--- src/rtl/uart_tx_frame.sv ---
// UART transmitter. Each frame is a start bit, DATA_WIDTH data bits, an optional parity bit and 1-2 stop bits.
// Each serial bit is held for CLKS_PER_BIT clocks. Input uses a ready/valid handshake, and frames can run back-to-back.
module uart_tx_frame #(
    parameter int DATA_WIDTH   = 8,
    parameter int CLKS_PER_BIT = 4,
    parameter int PARITY       = 0,
    parameter int STOP_BITS    = 1,
    parameter int MSB_FIRST    = 1
) (
    input  logic                  CLK,
    input  logic                  RESET,
    input  logic [DATA_WIDTH-1:0] data,
    input  logic                  valid,
    output logic                  ready,
    output logic                  tx,
    output logic                  busy
);

    // state    | meaning
    // S_IDLE   | line high, waiting for a word
    // S_START  | start bit (0)
    // S_DATA   | payload bits, idx_q selects the bit
    // S_PARITY | parity bit (never entered when PARITY=0)
    // S_STOP   | stop bit(s) (1), idx_q counts them
    typedef enum logic [2:0] {S_IDLE, S_START, S_DATA, S_PARITY, S_STOP} state_t;

    localparam int CW = (CLKS_PER_BIT > 1) ? $clog2(CLKS_PER_BIT) : 1;
    localparam int IW = (DATA_WIDTH > 1) ? $clog2(DATA_WIDTH) : 1;
    localparam logic [CW-1:0] CNT_LAST  = CW'(CLKS_PER_BIT - 1);
    localparam logic [IW-1:0] DATA_LAST = IW'(DATA_WIDTH - 1);
    localparam logic [IW-1:0] STOP_LAST = IW'(STOP_BITS - 1);
    localparam logic          PAR_ODD   = (PARITY == 2);

    state_t                state_q, state_d;
    logic [CW-1:0]         cnt_q, cnt_d;
    logic [IW-1:0]         idx_q, idx_d;
    logic [DATA_WIDTH-1:0] shift_q, shift_d;
    logic                  par_q, par_d;
    logic                  tx_q, tx_d;
    logic                  bit_last;
    logic                  frame_end;

    always_ff @(posedge CLK) begin
        if (RESET) begin
            state_q <= S_IDLE;
            cnt_q   <= '0;
            idx_q   <= '0;
            shift_q <= '0;
            par_q   <= 1'b0;
            tx_q    <= 1'b1;
        end else begin
            state_q <= state_d;
            cnt_q   <= cnt_d;
            idx_q   <= idx_d;
            shift_q <= shift_d;
            par_q   <= par_d;
            tx_q    <= tx_d;
        end
    end

    always_comb begin
        state_d   = state_q;
        cnt_d     = cnt_q;
        idx_d     = idx_q;
        shift_d   = shift_q;
        par_d     = par_q;
        tx_d      = tx_q;
        bit_last  = (cnt_q == CNT_LAST);
        frame_end = (state_q == S_STOP) && bit_last && (idx_q == STOP_LAST);
        ready     = (state_q == S_IDLE) || frame_end;

        if (state_q != S_IDLE) begin
            cnt_d = bit_last ? '0 : cnt_q + CW'(1);
        end

        case (state_q)
            S_IDLE: begin
                tx_d = 1'b1;
            end
            S_START: begin
                if (bit_last) begin
                    state_d = S_DATA;
                    idx_d   = '0;
                    tx_d    = (MSB_FIRST != 0) ? shift_q[DATA_WIDTH-1] : shift_q[0];
                end
            end
            S_DATA: begin
                if (bit_last) begin
                    if (idx_q == DATA_LAST) begin
                        idx_d = '0;
                        if (PARITY != 0) begin
                            state_d = S_PARITY;
                            tx_d    = par_q;
                        end else begin
                            state_d = S_STOP;
                            tx_d    = 1'b1;
                        end
                    end else begin
                        idx_d = idx_q + IW'(1);
                        // The outgoing bit always sits at the shift register's send end.
                        if (MSB_FIRST != 0) begin
                            shift_d = shift_q << 1;
                            tx_d    = shift_d[DATA_WIDTH-1];
                        end else begin
                            shift_d = shift_q >> 1;
                            tx_d    = shift_d[0];
                        end
                    end
                end
            end
            S_PARITY: begin
                if (bit_last) begin
                    state_d = S_STOP;
                    idx_d   = '0;
                    tx_d    = 1'b1;
                end
            end
            S_STOP: begin
                if (bit_last) begin
                    if (idx_q == STOP_LAST) begin
                        state_d = S_IDLE;
                        idx_d   = '0;
                        tx_d    = 1'b1;
                    end else begin
                        idx_d = idx_q + IW'(1);
                    end
                end
            end
            default: begin
                state_d = S_IDLE;
                tx_d    = 1'b1;
            end
        endcase

        // An accept takes priority, so the next start bit directly follows the last stop clock.
        if (valid && ready) begin
            state_d = S_START;
            cnt_d   = '0;
            idx_d   = '0;
            shift_d = data;
            par_d   = (^data) ^ PAR_ODD;
            tx_d    = 1'b0;
        end
    end

    assign tx   = tx_q;
    assign busy = (state_q != S_IDLE);

endmodule
--- config.mk ---
export PLATFORM = sky130hd
export DESIGN_NAME = uart_tx_frame
export DESIGN_NICKNAME = d
export VERILOG_FILES = /design/src/rtl/uart_tx_frame.sv
export SDC_FILE = /design/constraint.sdc
export NUM_CORES = 1
export LEC_CHECK = 0
export ABC_AREA = 1
export CORE_ASPECT_RATIO = 0.5
export CORE_MARGIN = 5
export CORE_UTILIZATION = 30
export DETAILED_ROUTE_END_ITERATION = 10
export DONT_BUFFER_PORTS = 1
export PLACE_DENSITY_LB_ADDON = 0.25
export SYNTH_ARGS = -nofsm -noshare
export SYNTH_HDL_FRONTEND = slang
export SYNTH_SLANG_ARGS = --single-unit
export TNS_END_PERCENT = 10
--- constraint.sdc ---
create_clock -name CLK -period 3.9 [get_ports CLK]
set_input_delay 0.39 -clock CLK [delete_from_list [all_inputs] [get_ports CLK]]
set_output_delay 0.39 -clock CLK [all_outputs]
set_load 0.005 [all_outputs]
==> out/qor.yml <==
status: "finished clean"
synth_enable_flop_cells: 0
grt_util_all_layers_pct: 9.98
numPortBuffers: 0
grt_first_pass_wirelength_um: 3720
placementRows: 14
ctsResizeCount: 0
cts_made_buffers: 3
clk-insertion-delay-late_ns: 0.26
clock.fmax_ghz: 0.577
p_leak_nw: 0.459
die_height_um: 50.2
list_of_cells_traversed_by_the_critical_path: "ha_1, nand3_1, a21oi_1"
finalSetupViolations: 0
grt_overflow: 0
most_numerous_cell_in_the_yosys_netlist: "sky130_fd_sc_hd__nand2_1"
finalHoldViolCount: 0
finalCriticalPeriod_ns: 1.73
num_antenna_cells: 0
vdd.ir_drop.worst_uv: 289
synthTopCellsByCount: "35 x sky130_fd_sc_hd__nand2_1, 18 x sky130_fd_sc_hd__nand3_1, 17 x sky130_fd_sc_hd__dfxtp_1"
synth-seq-area-share_pct: 35.1
synth.yosys.warnings: 0
clk_pin_slew_worst_paths_ns: 0.07
category_of_cells_accounting_for_the_largest_share_of_critical_path_delay: "flip-flops"
worst-slew-pin-transition_ns: 0.346
netlist_instances: 140
critPathArrivalTime_ns: 1.34
mappedNetlistNets: 155
cp_data_required_time_ns: 3.51
netlist-cell-type-count: 17
first_global_vias: 826
number_of_detailed_route_iterations_in_the_first_pass: 4
place_congestion: 0.775
fin_tns_setup_ns: 0
num_vias: 853
route.detailed.vias_per_inst: 4.69
crit_fanout: 5
hold_path.class: "input port to flip-flop"
avgRoutedWirePerCell_um: 11.0
ctsRootBufferMaster: "sky130_fd_sc_hd__clkbuf_8"
worstSetupEndpointType: "output pin"
slew-limit-headroom_pct: 76.9
critical-path-max-stage-delay_ns: 0.35
cts_buffer_depth: 2
crit_type: "flip-flop to output pin"
startpoint_type: "flip-flop"
start_util_pct: 31.8
drv_slew: 0
route.antenna.remaining_nets: 0
grt_start_max_net_pins: 18
place.detailed.hpwl_um: 1580
worst_clock_skew_ns: 0.00153
power_per_cell_area_nw_per_um2: 776
synth_area_per_cell_um2: 6.93
synth-seq-cells: 17
synth_top_cell_area_share_pct: 35.1
fraction_of_registers_with_async_set_reset_pct: 0
ioPinCount: 14
hold_ws_ns: 0.193
cts.sinks: 17
fp.coreArea_um2: 3050
drt_iter0_drc: 45
postSynth.topFlopCell: "sky130_fd_sc_hd__dfxtp_1"
number_of_post_cts_setup_repair_buffers: 0
cts_tree: "built"
antenna_found_initial: 0
netlist_top_cells_area: "sky130_fd_sc_hd__dfxtp_1 35%, sky130_fd_sc_hd__nand2_1 14%, sky130_fd_sc_hd__nand3_1 9.3%"
critical_path.slowest_cell: "sky130_fd_sc_hd__dfxtp_1"
die_width_um: 90.4
path_buf_inv: 0
mappedNetlistArea_um2: 970
setup_repair_after_global_routing_missed_its_margin: "false"
design.final.nets: 158
cts.hold.buffers_added: 0
die-area_um2: 4540
cap_viol_max_count: 0
layout-area-overhead-vs-synth_pct: 7.61
detail_route.drc_violations: 0
cts.htree.levels: 1
most_area_hungry_cell_type_in_the_yosys_netlist: "sky130_fd_sc_hd__dfxtp_1"
drt_wl_total_um: 2010
post_route_cells_drive_above_1_share_pct: 12.0
layout_worst_path_cycle_share_pct: 44.4
## through the flow
step	instances	instance area, um2	util (%)	setup WS, ns	total power, mW
detailed placement	178	997	32.7	2.24	0.682
global placement	178	997	32.7	2.20	0.684
finish	182	1040	34.2	2.17	0.810
CTS	182	1040	34.2	2.13	0.819
floorplan	140	970	-	2.56	0.627
global route	182	1040	34.2	2.01	0.893
## cell usage in the layout (no fill, tap or decap)
master	instances
sky130_fd_sc_hd__nand2_1	35
sky130_fd_sc_hd__nand3_1	18
sky130_fd_sc_hd__dfxtp_1	17
sky130_fd_sc_hd__nor2_1	15
sky130_fd_sc_hd__inv_1	12
sky130_fd_sc_hd__a21oi_1	12
sky130_fd_sc_hd__o21ai_0	11
sky130_fd_sc_hd__ha_1	4
sky130_fd_sc_hd__nor2_4	3
sky130_fd_sc_hd__clkbuf_8	3
sky130_fd_sc_hd__inv_2	2
sky130_fd_sc_hd__nand2_2	2
sky130_fd_sc_hd__nand3_2	2
sky130_fd_sc_hd__nor2_2	2
sky130_fd_sc_hd__clkinv_1	1
sky130_fd_sc_hd__nand2_4	1
sky130_fd_sc_hd__nand3_4	1
sky130_fd_sc_hd__clkinv_2	1
## per-layer routing
metal	up-vias	wire length, um	part of all wire (%)	track usage, %
met4	0	38	1.9	4.46
met5	-	0	0	0
li1	456	-	-	-
met3	4	65	3.2	2.24
met2	13	861	43	16.4
met1	380	1050	52	12.8
## registers in the layout, indices dropped and copies added (netlist names)
name     flops
cnt_q        2
idx_q        3
shift_q      8
state_q      3
tx           1
## worst register-to-register path, delay by kind of cell (launching register included)
kind                     cells  cell delay (ns)
flip-flops                   1             0.35
buffers and inverters        1             0.13
AO/OA/AOI/OAI                1             0.10
adder cells (fa/ha/maj)      1             0.28
AND/OR/NAND/NOR              5             0.67
## path summary, 6_finish.rpt
kind                                  from         end  slack (ns)  depth (start not counted)
worst min-delay path                 RESET  state_q[0]        0.19                          1
worst max-delay path              cnt_q[0]       ready        2.17                          3
worst min register to register  shift_q[4]  shift_q[5]        0.47                          2
worst max register to register    cnt_q[0]    idx_q[0]        2.26                          8
## logic make-up (layout without fill, tap and decap cells)
| group | count (synthesis) | count (layout) | share of synthesized area, % |
|---|---|---|---|
| flip-flops | 17 | 17 | 35.1 |
| adder cells (fa/ha/maj) | 4 | 4 | 5.16 |
| AND/OR/NAND/NOR | 79 | 79 | 39.7 |
| AO/OA/AOI/OAI | 23 | 23 | 11.9 |
| buffers and inverters | 17 | 19 | 8.13 |
## cell type report
cell class | instances | area (um2)
Fill cell | 358 | 2000
Multi-Input combinational cell | 106 | 551
Sequential cell | 17 | 340
Inverter | 15 | 56.3
Tap cell | 40 | 50.0
Clock buffer | 3 | 41.3
Clock inverter | 1 | 5.00
## report_power, final
part	internal (mW)	total [mW]	switching (mW)
combinational	0.137	0.403	0.266
clock	0.0711	0.136	0.0645
sequential	0.226	0.272	0.0460
total	0.433	0.810	0.376
Power figures use the tool's default switching activity.
